<file path="src/rtl/counter_seq_pkg.sv">
// Shared types and constants for the mod-13 counter sequencing controller.
//   seq_state_t : FSM state encoding (IDLE, LOAD, RUN, HOLD, DONE)
//   MOD_DEFAULT : default counter modulus
//   DIR_UP/DOWN : direction encoding shared by dir and cnt_updown
package counter_seq_pkg;

  typedef enum logic [2:0] {
    IDLE = 3'd0,
    LOAD = 3'd1,
    RUN  = 3'd2,
    HOLD = 3'd3,
    DONE = 3'd4
  } seq_state_t;

  localparam int   MOD_DEFAULT = 13;
  localparam logic DIR_UP      = 1'b0;
  localparam logic DIR_DOWN    = 1'b1;

endpackage

</file>
<file path="src/rtl/counter_seq_ctrl_pass_counter.sv">
// seq_pass_counter: PASS_W-bit pass counter for the sequencing controller.
//   clk, rst_n : clock, asynchronous active-low reset
//   clr        : clear the count (new run accepted)
//   inc        : count one terminal-count event
//   passes     : latched number of passes for the current run
//   cnt        : passes seen so far
//   last       : the next increment reaches passes (this event is the final one)
module seq_pass_counter #(
  parameter int PASS_W = 8
) (
  input  logic              clk,
  input  logic              rst_n,
  input  logic              clr,
  input  logic              inc,
  input  logic [PASS_W-1:0] passes,
  output logic [PASS_W-1:0] cnt,
  output logic              last
);

  // Compare the incremented value so the FSM can leave RUN on the same
  // edge that counts the final pass.
  assign last = ((cnt + PASS_W'(1)) == passes);

  always_ff @(posedge clk or negedge rst_n) begin
    if (!rst_n) begin
      cnt <= '0;
    end else if (clr) begin
      cnt <= '0;
    end else if (inc) begin
      cnt <= cnt + PASS_W'(1);
    end
  end

endmodule

</file>
<file path="src/rtl/counter_seq_ctrl.sv">
// counter_seq_ctrl: run sequencer for a 4-bit mod-MOD up/down counter.
// Loads the counter once, lets it run through a requested number of
// terminal-count events, then pulses done.
// Optional feature macro: SEQ_HOLD_EN (compiles in the HOLD state; when
// undefined the hold port is accepted but ignored).
// Ports:
//   CLK, MR_n            : clock, asynchronous active-low reset
//   start, dir, preset,
//   passes               : run request and its parameters (sampled in IDLE)
//   abort                : end the current run immediately, no done pulse
//   hold                 : pause counting while in RUN
//   cnt_co               : counter terminal count
//   cnt_load_n, cnt_en,
//   cnt_updown, cnt_d    : counter control pins (registered)
//   busy, done, pass_cnt : status (registered)
module counter_seq_ctrl
  import counter_seq_pkg::*;
#(
  parameter int MOD    = MOD_DEFAULT,
  parameter int PASS_W = 8
) (
  input  logic              CLK,
  input  logic              MR_n,
  input  logic              start,
  input  logic              dir,
  input  logic [3:0]        preset,
  input  logic [PASS_W-1:0] passes,
  input  logic              abort,
  input  logic              hold,
  input  logic              cnt_co,
  output logic              cnt_load_n,
  output logic              cnt_en,
  output logic              cnt_updown,
  output logic [3:0]        cnt_d,
  output logic              busy,
  output logic              done,
  output logic [PASS_W-1:0] pass_cnt
);

  // Out-of-range load values saturate to the top legal count.
  function automatic logic [3:0] clamp_preset(input logic [3:0] p);
    if (int'(p) >= MOD) return 4'(MOD - 1);
    return p;
  endfunction

  seq_state_t        state, state_nxt;
  logic [PASS_W-1:0] passes_q;
  logic              accept;
  logic              pass_inc;
  logic              pass_last;

  assign accept   = (state == IDLE) && start;
  // abort wins over a coincident terminal count: that pass is not counted.
  assign pass_inc = (state == RUN) && cnt_co && !abort;

`ifndef SEQ_HOLD_EN
  logic hold_unused;
  assign hold_unused = hold;
`endif

  seq_pass_counter #(.PASS_W(PASS_W)) u_pass (
    .clk    (CLK),
    .rst_n  (MR_n),
    .clr    (accept),
    .inc    (pass_inc),
    .passes (passes_q),
    .cnt    (pass_cnt),
    .last   (pass_last)
  );

  // Next-state decode
  always_comb begin
    state_nxt = state;
    case (state)
      IDLE: if (start) state_nxt = LOAD;
      LOAD: begin
        if (abort)                state_nxt = IDLE;
        else if (passes_q == '0)  state_nxt = DONE;
        else                      state_nxt = RUN;
      end
      RUN: begin
        if (abort)                   state_nxt = IDLE;
        else if (cnt_co && pass_last) state_nxt = DONE;
`ifdef SEQ_HOLD_EN
        // A terminal count together with hold is still counted above.
        else if (hold)               state_nxt = HOLD;
`endif
      end
`ifdef SEQ_HOLD_EN
      HOLD: begin
        if (abort)      state_nxt = IDLE;
        else if (!hold) state_nxt = RUN;
      end
`endif
      DONE:    state_nxt = IDLE;
      default: state_nxt = IDLE;
    endcase
  end

  // State and registered outputs, decoded from the next state so every
  // output changes on the same edge as the state it belongs to.
  always_ff @(posedge CLK or negedge MR_n) begin
    if (!MR_n) begin
      state      <= IDLE;
      cnt_load_n <= 1'b1;
      cnt_en     <= 1'b0;
      cnt_updown <= DIR_UP;
      cnt_d      <= '0;
      busy       <= 1'b0;
      done       <= 1'b0;
      passes_q   <= '0;
    end else begin
      state      <= state_nxt;
      cnt_load_n <= (state_nxt != LOAD);
      cnt_en     <= (state_nxt == RUN);
      busy       <= (state_nxt != IDLE);
      done       <= (state_nxt == DONE);
      if (accept) begin
        cnt_d      <= clamp_preset(preset);
        cnt_updown <= dir;
        passes_q   <= passes;
      end
    end
  end

endmodule

</file>
<file path="config.mk">
export PLATFORM = sky130hd
export DESIGN_NAME = counter_seq_ctrl
export DESIGN_NICKNAME = d
export VERILOG_FILES = /design/src/rtl/counter_seq_pkg.sv /design/src/rtl/counter_seq_ctrl_pass_counter.sv /design/src/rtl/counter_seq_ctrl.sv
export SDC_FILE = /design/constraint.sdc
export NUM_CORES = 1
export LEC_CHECK = 0
export BUFFER_PORTS_ARGS = -buffer_cell sky130_fd_sc_hd__buf_2
export CAP_MARGIN = 40
export CORE_MARGIN = 1.5
export CORE_UTILIZATION = 28
export DETAILED_ROUTE_END_ITERATION = 8
export MAX_ROUTING_LAYER = met4
export PLACE_DENSITY = 0.57
export SYNTH_ARGS = -nofsm -noshare
export SYNTH_HDL_FRONTEND = slang
export SYNTH_SLANG_ARGS = --single-unit
</file>
<file path="constraint.sdc">
create_clock -name CLK -period 2.8 [get_ports CLK]
set_input_delay 0.42 -clock CLK [delete_from_list [all_inputs] [get_ports CLK]]
set_output_delay 0.42 -clock CLK [all_outputs]
set_load 0.01 [all_outputs]
</file>
### Word-level counts from Yosys, hierarchy flattened

Cells that the tools add are included.
Widths: inputs -> output; s select.

* add/sub/neg operators: 1
* magnitude comparators: 1
* equality and inequality tests: 6
* multiplexer cells: 12
* reductions and logical operators: 9

Operators by type and width (count)
* $mux 8: 2
* $mux 3: 5
* $pmux 3 s3: 1
* $add 8x1->8 const B: 1
* $eq 8x8->1: 1
* $logic_not 8->1: 1
* $mux 4: 2
* $eq 3x2->1 const B: 2
* $ge 4x4->1 const B: 1
* $logic_and 1x1->1: 4
* $eq 3x1->1 const B: 1
* $eq 3x3->1 const B: 1
* $logic_not 3->1: 1
* $ne 3x1->1 const B: 1
* $reduce_bool 3->1: 1
* $mux 1: 2
* $reduce_bool 2->1: 1
* $logic_not 1->1: 1

* register bits after elaboration: 28
* input port bits: 19
* word-level logic and storage cells: 38

### Logic depth before layout (Yosys ltp)

Gate-level depths: netlist (run 1).

* depth after elaboration: 7
* depth in mapped cells: 6

### By module

A second synthesis (run 1) with hierarchy kept.

* cells, all modules: 128
* area, all modules: 1467.7 sq um

By module, submodules not included
* counter_seq_ctrl: times used 1, cells an instance 60, area each 844.6 sq um, sequential area each 501.7 sq um
* seq_pass_counter: times used 1, cells an instance 68, area each 623.1 sq um, sequential area each 200.2 sq um

### Least setup slack after synthesis (run 1)

Ideal clock, no wire load.

* path kind: register -> register
* from: register u_pass.cnt[0]
* to: register cnt_en
* setup time: 0.126 ns
* arrival: 1.613 ns
* data required time: 2.674 ns
* path slack: 1.061 ns
* cell stages (with the launch flop): 7
* path through: dfrtp_1 ha_1 and3_1 nand3_2 xnor2_2 o21ai_2 o32a_1

* cells in the longest elaborated chain, start to end: 7

RTL lines
* from (decl): RTL line counter_seq_ctrl_pass_counter.sv:16 `output logic [PASS_W-1:0] cnt,`
* from (signal assigned): RTL line counter_seq_ctrl_pass_counter.sv:30 `cnt <= cnt + PASS_W'(1);`
* $add 8x1->8: RTL line counter_seq_ctrl_pass_counter.sv:22 `assign last = ((cnt + PASS_W'(1)) == passes);`
* $eq 8x8->1: RTL line counter_seq_ctrl_pass_counter.sv:22
* $logic_and 1x1->1: RTL line counter_seq_ctrl.sv:83 `else if (cnt_co && pass_last) state_nxt = DONE;`
* $mux 3: RTL line counter_seq_ctrl.sv:83
* $mux 3: RTL line counter_seq_ctrl.sv:82 `if (abort) state_nxt = IDLE;`
* $pmux 3 s3: RTL line counter_seq_ctrl.sv:74 `case (state)`
* $eq 3x2->1: RTL line counter_seq_ctrl.sv:115 `cnt_en <= (state_nxt == RUN);`
* to (signal assigned): RTL line counter_seq_ctrl.sv:115
* to (decl): RTL line counter_seq_ctrl.sv:32 `output logic cnt_en,`

Every way passes these cells.
A chain may end at the register's enable or synchronous reset.

### Worst setup path in the final report (run 1)

* from: register state[0]
* to: register u_pass.cnt[5]

* cells in the longest elaborated chain, start to end: 4

RTL lines
* from (decl): RTL line counter_seq_ctrl.sv:46 `seq_state_t state, state_nxt;`
* from (signal assigned): RTL line counter_seq_ctrl.sv:113 `state <= state_nxt;`
* $eq 3x2->1: RTL line counter_seq_ctrl.sv:54 `assign pass_inc = (state == RUN) && cnt_co && !abort;`
* $logic_and 1x1->1 (2 in a row): RTL line counter_seq_ctrl.sv:54
* $reduce_bool 2->1 (no line)

Several ways; a longest one is shown, not always the timed one.

==> results of run 1 <==
==> synthesized netlist by cell type, drive strengths merged, types with 2 or more instances <==
cell	number	area [µm²]
nand2	45	171
dfrtp	27	676
o21ai	12	71.3
nand3	10	55.1
nor2	8	42.5
xnor2	7	68.8
o31ai	5	42.5
buf	4	35.0
xor2	4	35.0
and3	2	12.5
nand2b	2	12.5
nor4b	2	32.5
o32a	2	20.0
or4	2	18.8
or4b	2	20.0
==> layer usage <==
metal	part of all wire (%)	GRT usage (%)
met5	0	-
met1	50	17.6
met2	43	18.3
met3	5.3	2.28
met4	1.8	4.85
==> report_power, final <==
part	internal, mW	switching, mW
logic	0.155	0.194
clock network	0.192	0.133
registers	0.491	0.0670
total	0.838	0.394
==> critical path, delay by kind of cell, from the launching register on <==
kind / cells / cell delay [ns]
buf+inv: 1 / 0.21
compound gates: 3 / 0.32
simple gates: 1 / 0.88
flops: 1 / 0.43
==> worst max-delay path by stage <==
stage | end | slack, ns | cells past startpoint
after floorplan | cnt_en$_DFF_PN0_ | 1.06 | 6
after global placement | u_pass.cnt[5]$_DFFE_PN0P_ | 0.84 | 6
after detailed placement | u_pass.cnt[5]$_DFFE_PN0P_ | 0.81 | 5
after CTS | u_pass.cnt[5]$_DFFE_PN0P_ | 0.80 | 5
after global routing | u_pass.cnt[7]$_DFFE_PN0P_ | 0.69 | 5
final | u_pass.cnt[5]$_DFFE_PN0P_ | 0.84 | 5
==> layout make-up <==
cell class | count | area [µm²]
clock buffer | 3 | 41.3
fill | 536 | 3290
multi-input combinational | 113 | 702
clock inverter | 1 | 30.0
inverter | 1 | 16.3
tap | 70 | 87.6
sequential | 28 | 702
timing repair buffer | 35 | 178
==> sequential cells by signal, indices dropped and copies added, names as in the netlist <==
name        flops
busy            1
cnt_d           4
cnt_en          1
cnt_load_n      1
cnt_updown      1
done            1
passes_q        8
state           3
u_pass.cnt      8
==> kinds of logic after synthesis <==
logic type                 count (synthesis)  synth area share [%]
DFF                                       28                  48.2
adders and majority gates                  1                 0.860
xor gates and xnor gates                  11                  7.14
AOI/OAI and AO/OA                         22                  12.0
buffers and inverters                      5                  3.53
and+or+nand+nor                           79                  28.3
==> per-stage QoR <==
step / hold slack (ns) / utilization, % / power [mW] / cells
after global routing: 0.195 / 34.8 / 1.32 / 251
after detailed placement: 0.458 / 33.4 / 0.924 / 247
final: 0.143 / 34.8 / 1.23 / 251
after floorplan: 0.124 / - / 0.821 / 146
after global placement: 0.456 / 33.4 / 0.918 / 247
after CTS: 0.159 / 34.8 / 1.25 / 251
==> placed cells by master (no fill, tap or decap), types with 2 or more instances in the layout <==
| master | Yosys | final |
|---|---|---|
| o31ai_1 | 4 | 4 |
| or4b_1 | 2 | 2 |
| o21ai_0 | 3 | 3 |
| xor2_1 | 4 | 4 |
| o21ai_2 | 3 | 3 |
| o32a_1 | 2 | 2 |
| dfrtp_1 | 27 | 27 |
| and3_1 | 2 | 2 |
| clkbuf_8 | 0 | 3 |
| buf_2 | 1 | 34 |
| nand3_1 | 9 | 9 |
| nor2_1 | 5 | 5 |
| nand2b_1 | 2 | 2 |
| nand2_1 | 44 | 44 |
| o21ai_1 | 6 | 6 |
| nor2_2 | 2 | 2 |
| xnor2_1 | 6 | 6 |
==> summary.txt, run 1 <==
Slowest-stage cell, CP -> or4b_1
Post_cts resized -> 0
Clk_lat worst skew -> 0.28 ns
WP data required -> 2.96 ns
CP Max Fanout -> 16
Antenna-violating nets left -> 0
Syn Area/Cell -> 9.97 µm²
Startpoint types -> flop
Setup crit start -> state[0]$_DFF_PN0_
Final Worst Setup Slack -> 0.835 ns
DP HPWL -> 2230 µm
R2R Setup Slk -> 0.84 ns
RR Endpoint -> u_pass.cnt[5]$_DFFE_PN0P_
Initial antenna violation count -> 0
Post-Synthesis Cell Area -> 1460 µm²
GRT Util Overall -> 12.7%
Tcrit/Tclk final -> 70.2%
Crit Reg-Reg Startpoint -> state[0]$_DFF_PN0_
Worst-path clk slew -> 0.10 ns
Fin. Hold Viols -> 0
Number of nets in the layout -> 202
Worst VDD drop -> 0.000247 V
Largest net degree at the start of global routing -> 29
Warning count from the yosys run -> 0
Gr ovfl total -> 0
FF+latch count, synth -> 28
Measured slew at the worst slew-check pin -> 0.699 ns
Worst r2r path cells -> 5
DRT iter0 DRCs -> 30
First-pass GRT wire length -> 5250 µm
Clock tree buffer depth -> 2
Die height -> 75.1 µm
Design area -> 1760 µm²
WS Path Type -> reg2reg
Hold Crit Class -> in2async
DP Area -> 1690 µm²
Layout cells sized above 1 -> 30.9%
RSZ-0062 raised after global routing -> no
Pre-CTS setup slack -> 0.811 ns
CTS root buf -> clkbuf_8
Critical Path AT -> 2.12 ns
Nature of the critical path endpoint -> flop
Number of clock sinks -> 28
Max-Cap Viols -> 0
Leakage -> 0.859 nW
IO Pins -> 36
Status -> finished, final reports clean
Highest Clock Rate -> 509 MHz
Syn Inst Count -> 146
Cells along the critical path -> or4b_1 -> clkinv_8 -> a21oi_4 -> o21ai_2 -> o41ai_2
Die W -> 75.1 µm
Syn_nets -> 166
Wirelength per Cell -> 12.1 µm
Setup TNS -> 0 ns
Ys async rst share -> 100%
Placeable Area -> 5040 µm²
Drt total wl -> 3040 µm
DR vias -> 1139
ANT cells -> 0
Std-Cell Rows -> 26
Fin crit period -> 1.96 ns
Post-CTS Hold Buffers -> 0
Final Max Slew Viols -> 0
Max_slew headroom -> 53.4%
Via density -> 4.54
Post-synth EDFFs -> 0
RePlAce Congestion -> 0.769
H-Tree Depth -> 1
Vias in the first global route -> 1055
PortBufs -> 34
Post-CTS Setup Bufs -> 0
Skew final -> 0.00430 ns
Fraction of the yosys area taken by sequential cells -> 48.2%
DRC viols -> 0
P&R area growth vs syn -> 20.7%
Slowest Stage Delay on Critical Path -> 0.88 ns
Overall die area -> 5640 µm²
Main flop type after synthesis -> dfrtp_1
First-pass DRT Iterations -> 4
CTS tree -> done
PD cells -> 702 nW/µm²
Num CTS Buffers -> 3
Starting Density -> 28.9%
Final setup viols -> 0
Distinct cells, synth -> 39
Power figures use the tool's default switching activity.
==> run 2, diff against run 1 <==
--- a/config.mk
+++ b/config.mk
@@ -11,7 +11,7 @@
 export CORE_UTILIZATION = 28
 export DETAILED_ROUTE_END_ITERATION = 8
 export MAX_ROUTING_LAYER = met4
-export PLACE_DENSITY = 0.57
+export PLACE_DENSITY = 0.59
 export SYNTH_ARGS = -nofsm -noshare
 export SYNTH_HDL_FRONTEND = slang
 export SYNTH_SLANG_ARGS = --single-unit
==> constraint.sdc (replaced) <==
create_clock -name CLK -period 1.6 [get_ports CLK]
set_input_delay 0.24 -clock CLK [delete_from_list [all_inputs] [get_ports CLK]]
set_output_delay 0.24 -clock CLK [all_outputs]
set_load 0.01 [all_outputs]
==> summary.txt, run 2 (synthesis gave the netlist of run 1 again) <==
Status -> finished with violations (was finished, final reports clean)
Failing checks -> setup timing
Nature of the critical path endpoint -> flop (unchanged)
Drt total wl -> 3570 µm (was 3040 µm)
Num CTS Buffers -> 3 (unchanged)
Worst r2r path cells -> 4 (was 5)
Clock tree buffer depth -> 2 (unchanged)
RSZ-0062 raised after global routing -> yes (was no)
Slowest Stage Delay on Critical Path -> 0.55 ns (was 0.88 ns)
Most frequent cells in the layout -> nand2_1, buf_2, buf_4 (was nand2_1, buf_2, dfrtp_1)
R2R Setup Slk -> -0.04 ns (was 0.84 ns)
Fin crit period -> 1.64 ns (was 1.96 ns)
Starting Density -> 28.9% (unchanged)
Clk_lat worst skew -> 0.28 ns (about the same)
Leakage -> 1.05 nW (was 0.859 nW)
Slowest-stage cell, CP -> or4_4 (was or4b_1)
Final Max Slew Viols -> 0 (unchanged)
DRC viols -> 0 (unchanged)
Vias in the first global route -> 1216 (was 1055)
Number of nets in the layout -> 240 (was 202)
DR vias -> 1285 (was 1139)
DRT iter0 DRCs -> 60 (was 30)
GRT Util Overall -> 14.5% (was 12.7%)
Worst VDD drop -> 0.000822 V (was 0.000247 V)
Largest net degree at the start of global routing -> 17 (was 29)
Crit Reg-Reg Startpoint -> passes_q[0]$_DFFE_PN0P_ (was state[0]$_DFF_PN0_)
Max_slew headroom -> 72.1% (was 53.4%)
DP HPWL -> 2590 µm (was 2230 µm)
RR Endpoint -> cnt_en$_DFF_PN0_ (was u_pass.cnt[5]$_DFFE_PN0P_)
Layout cells sized above 1 -> 46.6% (was 30.9%)
Gr ovfl total -> 0 (unchanged)
Worst-path clk slew -> 0.10 ns (about the same)
Highest routed metal layer -> met4 (unchanged)
Layout Cells excl Fill -> 289 (was 251)
CTS tree -> done (unchanged)
Tcrit/Tclk final -> 102% (was 70.2%)
Die height -> 75.1 µm (unchanged)
Highest Clock Rate -> 612 MHz (was 509 MHz)
Setup TNS -> -0.0661 ns (was 0 ns)
Antenna-violating nets left -> 0 (unchanged)
RePlAce Congestion -> 0.788 (was 0.769)
Wl on met1 -> 1720 µm (was 1520 µm)
Biggest regs -> passes_q x8, u_pass.cnt x8, cnt_d x4 (unchanged)
Skew final -> 0.00199 ns (was 0.00430 ns)
IO Pins -> 36 (unchanged)
ANT cells -> 0 (unchanged)
WP data required -> 1.77 ns (was 2.96 ns)
Overall die area -> 5640 µm² (unchanged)
Startpoint types -> flop (unchanged)
Number of clock sinks -> 28 (unchanged)
Std-Cell Rows -> 26 (unchanged)
First-pass DRT Iterations -> 4 (unchanged)
Fin. Hold Viols -> 0 (unchanged)
Setup crit start -> passes_q[0]$_DFFE_PN0P_ (was state[0]$_DFF_PN0_)
Placeable Area -> 5040 µm² (unchanged)
Initial antenna violation count -> 0 (unchanged)
P&R area growth vs syn -> 45.8% (was 20.7%)
Pre-CTS setup slack -> -0.0594 ns (was 0.811 ns)
Final setup viols -> 4 (was 0)
CP Capture Point -> cnt_en$_DFF_PN0_ (was u_pass.cnt[5]$_DFFE_PN0P_)
First-pass GRT wire length -> 5860 µm (was 5250 µm)
Measured slew at the worst slew-check pin -> 0.416 ns (was 0.699 ns)
Die W -> 75.1 µm (unchanged)
CTS root buf -> clkbuf_8 (unchanged)
Hold Crit Class -> in2reg (was in2async)
CP Max Fanout -> 3 (was 16)
Final Worst Setup Slack -> -0.0352 ns (was 0.835 ns)
Max-Cap Viols -> 0 (unchanged)
H-Tree Depth -> 1 (unchanged)
Wire length on met2 -> 1670 µm (was 1300 µm)
WS Path Type -> reg2reg (unchanged)
Wirelength per Cell -> 12.3 µm (was 12.1 µm)
Post-Place Cells -> 278 (was 247)
Most common cell after layout, fill and taps aside -> nand2_1 (unchanged)
DP Area -> 1930 µm² (was 1690 µm²)
Cells along the critical path -> or4_4 -> nor2_4 -> o21ai_2 -> o32a_1 (was or4b_1 -> clkinv_8 -> a21oi_4 -> o21ai_2 -> o41ai_2)
Critical Path AT -> 1.80 ns (was 2.12 ns)
PortBufs -> 34 (unchanged)
PD cells -> 1120 nW/µm² (was 702 nW/µm²)
Design area -> 2120 µm² (was 1760 µm²)
Via density -> 4.45 (was 4.54)
Wire length on met3 -> 138 µm (was 162 µm)
-- run 2: per-stage QoR --
step	power (mW)	hold WS [ns]	utilization (%)
2_1_floorplan	1.44	-0.0556	-
3_3_place_gp	1.76	0.103	38.2
3_5_place_dp	1.77	0.102	38.2
4_1_cts	2.39	0.135	40.8
5_1_grt	2.53	0.144	42.1
6_report	2.38	0.141	42.1
-- run 2: power by group --
part	total, mW	switching, mW	internal [mW]
sequential	0.954	0.0934	0.861
combinational	0.853	0.431	0.423
clock	0.568	0.233	0.335
total	2.38	0.757	1.62
-- run 2: final cells by class --
| cell class | instances | area [µm²] |
|---|---|---|
| Clock buffer | 3 | 41.3 |
| Clock inverter | 1 | 30.0 |
| Fill cell | 519 | 2920 |
| Inverter | 1 | 16.3 |
| Multi-Input combinational cell | 113 | 762 |
| Sequential cell | 28 | 704 |
| Tap cell | 70 | 87.6 |
| Timing Repair Buffer | 73 | 480 |
-- run 2: critical path, delay by kind of cell (launching register included) --
family             cells  cell delay, ns
AOI/OAI and AO/OA      2            0.43
and+or+nand+nor        2            0.70
DFF                    1            0.40
-- run 2: how the worst min path moves through the flow --
stage          slack, ns      start  cells past startpoint                 endpoint
6_report            0.14  passes[7]                      3  passes_q[7]$_DFFE_PN0P_
5_1_grt             0.14  passes[1]                      3  passes_q[1]$_DFFE_PN0P_
4_1_cts             0.14  passes[5]                      3  passes_q[5]$_DFFE_PN0P_
3_5_place_dp        0.10       MR_n                      1           busy$_DFF_PN0_
3_3_place_gp        0.10       MR_n                      1       state[2]$_DFF_PN0_
2_1_floorplan      -0.06       MR_n                      0           busy$_DFF_PN0_
-- run 2: layer usage --
| metal | track usage (%) | up-vias |
|---|---|---|
| met5 | - | - |
| met4 | 3.43 | 0 |
| met3 | 3.21 | 4 |
| met2 | 22.3 | 29 |
| met1 | 19.4 | 598 |
| li1 | - | 654 |
-- run 2: timing repair --
| item | in CTS | in global routing |
|---|---|---|
| hold endpoints to repair | 7 | 0 |
| pin swaps | 8 | 4 |
| buffers inserted | 2 | 4 |
| gates resized for setup | 5 | 9 |
| endpoints found under the setup margin | 2 | 10 |
| hold buffers | 1 | 0 |
==> run 3, diff against run 2 <==
--- a/config.mk
+++ b/config.mk
@@ -7,11 +7,12 @@
 export LEC_CHECK = 0
 export BUFFER_PORTS_ARGS = -buffer_cell sky130_fd_sc_hd__buf_2
 export CAP_MARGIN = 40
+export CORE_ASPECT_RATIO = 1.1
 export CORE_MARGIN = 1.5
-export CORE_UTILIZATION = 28
+export CORE_UTILIZATION = 24
 export DETAILED_ROUTE_END_ITERATION = 8
 export MAX_ROUTING_LAYER = met4
-export PLACE_DENSITY = 0.59
+export PLACE_DENSITY = 0.46
 export SYNTH_ARGS = -nofsm -noshare
 export SYNTH_HDL_FRONTEND = slang
 export SYNTH_SLANG_ARGS = --single-unit
==> summary.txt, run 3 (synthesis gave the netlist of run 1 again) <==
Most frequent cells in the layout -> nand2_1, buf_4, buf_2 (was nand2_1, buf_2, buf_4)
Most common cell after layout, fill and taps aside -> nand2_1 (unchanged)
Biggest regs -> passes_q x8, u_pass.cnt x8, cnt_d x4 (unchanged)
Failing checks -> setup timing (unchanged)
CTS root buf -> clkbuf_8 (unchanged)
Slowest-stage cell, CP -> dfrtp_2 (was or4_4)
Drt total wl -> 3700 µm (was 3570 µm)
Register Area -> 704 µm² (unchanged)
Number of nets in the layout -> 242 (was 240)
Pre-CTS setup slack -> -0.0538 ns (was -0.0594 ns)
Largest net degree at the start of global routing -> 16 (was 17)
Final Max Slew Viols -> 0 (unchanged)
First-pass DRT Iterations -> 4 (unchanged)
RePlAce Congestion -> 0.761 (was 0.788)
Slowest Stage Delay on Critical Path -> 0.47 ns (was 0.55 ns)
Via density -> 4.32 (was 4.45)
Worst-path clk slew -> 0.10 ns (about the same)
Multi-input gate area -> 831 µm² (was 762 µm²)
Status -> finished with violations (unchanged)
Post-Place Cells -> 286 (was 278)
DRC viols -> 0 (unchanged)
Worst VDD drop -> 0.000501 V (was 0.000822 V)
Clock tree buffer depth -> 2 (unchanged)
Nature of the critical path endpoint -> flop (unchanged)
IO Pins -> 36 (unchanged)
DR vias -> 1286 (was 1285)
Max-Cap Viols -> 0 (unchanged)
Leakage -> 1.10 nW (was 1.05 nW)
Die W -> 77.2 µm (was 75.1 µm)
Highest Clock Rate -> 603 MHz (was 612 MHz)
Hold Crit Class -> in2reg (unchanged)
First-pass GRT wire length -> 6350 µm (was 5860 µm)
Skew final -> 0.00460 ns (was 0.00199 ns)
Die height -> 84.7 µm (was 75.1 µm)
DP HPWL -> 2740 µm (was 2590 µm)
Final Worst Setup Slack -> -0.0592 ns (was -0.0352 ns)
Gr ovfl total -> 0 (unchanged)
CTS tree -> done (unchanged)
Fin. Hold Viols -> 0 (unchanged)
RSZ-0062 raised after global routing -> yes (unchanged)
ANT cells -> 0 (unchanged)
Tcrit/Tclk final -> 104% (was 102%)
Std-Cell Rows -> 29 (was 26)
DRT iter0 DRCs -> 30 (was 60)
Antenna-violating nets left -> 0 (unchanged)
Setup TNS -> -0.156 ns (was -0.0661 ns)
Startpoint types -> flop (unchanged)
Layout Cells excl Fill -> 298 (was 289)
Max_slew headroom -> 75.9% (was 72.1%)
CP Max Fanout -> 4 (was 3)
Final setup viols -> 4 (unchanged)
Layout cells sized above 1 -> 50.7% (was 46.6%)
WP data required -> 1.76 ns (was 1.77 ns)
PD cells -> 1040 nW/µm² (was 1120 nW/µm²)
Fin crit period -> 1.66 ns (was 1.64 ns)
Starting Density -> 25.1% (was 28.9%)
P&R area growth vs syn -> 51.9% (was 45.8%)
Num CTS Buffers -> 3 (unchanged)
Overall die area -> 6540 µm² (was 5640 µm²)
Critical Path AT -> 1.82 ns (was 1.80 ns)
Fillers -> 623 (was 519)
Number of clock sinks -> 28 (unchanged)
WS Path Type -> reg2reg (unchanged)
Clk_lat worst skew -> 0.28 ns (about the same)
Wirelength per Cell -> 12.4 µm (was 12.3 µm)
Vias in the first global route -> 1357 (was 1216)
H-Tree Depth -> 1 (unchanged)
Cells along the critical path -> buf_6 -> buf_4 -> nand3_4 -> xnor2_2 -> nand4_1 -> o32a_1 (was or4_4 -> nor2_4 -> o21ai_2 -> o32a_1)
Measured slew at the worst slew-check pin -> 0.357 ns (was 0.416 ns)
Initial antenna violation count -> 0 (unchanged)
PortBufs -> 34 (unchanged)
GRT Util Overall -> 12.6% (was 14.5%)
Placeable Area -> 5810 µm² (was 5040 µm²)
run 3: cell types whose count changed in the layout (fill, tap and decap cells not counted), moves of 2 or more:
cell     change
o21ai_1      +2
nand3_1      -2
xnor2_1      -3
xnor2_2      +3
nand3_4      +2
run 3: metrics by stage:
stage | power [mW] | hold slack (ns) | utilization (%) | area, µm²
floorplan | 1.44 | -0.0556 | - | 1460
global placement | 1.76 | 0.153 | 33.7 | 1960
detailed placement | 1.77 | 0.157 | 33.7 | 1960
CTS | 2.30 | 0.134 | 36.1 | 2100
global route | 2.49 | 0.145 | 38.1 | 2210
finish | 2.31 | 0.141 | 38.1 | 2210
run 3: cell type report:
cell class / instances / area share (%)
clock buffer: 4 / 2.49
tap: 77 / 4.36
timing repair buffer: 75 / 23.0
inverter: 1 / 0.736
multi-input combinational: 113 / 37.6
sequential: 28 / 31.9
run 3: metal layers:
metal / vias up / track usage (%) / wire [µm]
met2: 30 / 20.3 / 1830
met1: 600 / 16.2 / 1710
li1: 652 / - / -
met3: 4 / 2.07 / 136
met5: - / - / 0
met4: 0 / 3.47 / 29
run 3: where the power goes:
part | total, mW | switching, mW | internal, mW
clock | 0.448 | 0.228 | 0.221
sequential | 0.964 | 0.104 | 0.861
combinational | 0.897 | 0.444 | 0.453
total | 2.31 | 0.775 | 1.53
run 3: repair_timing:
action | CTS | global route
pin swaps | 12 | 6
hold buffers | 1 | 0
endpoints found under the hold margin | 11 | 0
resized for setup | 9 | 17
buffers inserted | 3 | 4
setup endpoints to repair | 3 | 16
run 3: critical path, delay by kind of cell (launching register included):
kind	cells	cell delay, ns
flops	1	0.47
simple gates	2	0.29
xor+xnor	1	0.12
buf+inv	2	0.26
compound gates	1	0.40
run 3: path summary, 6_finish.rpt:
check,startpoint,endpoint,slack [ns],cells past startpoint
max,u_pass.cnt[1]$_DFFE_PN0P_,cnt_en$_DFF_PN0_,-0.06,6
max reg2reg,u_pass.cnt[1]$_DFFE_PN0P_,cnt_en$_DFF_PN0_,-0.06,6
min in group asynchronous,MR_n,passes_q[5]$_DFFE_PN0P_,0.37,2
max in group asynchronous,MR_n,cnt_en$_DFF_PN0_,0.78,3
min,dir,cnt_updown$_DFFE_PN0P_,0.14,3
min reg2reg,cnt_d[0]$_DFFE_PN0P_,cnt_d[0]$_DFFE_PN0P_,0.48,2
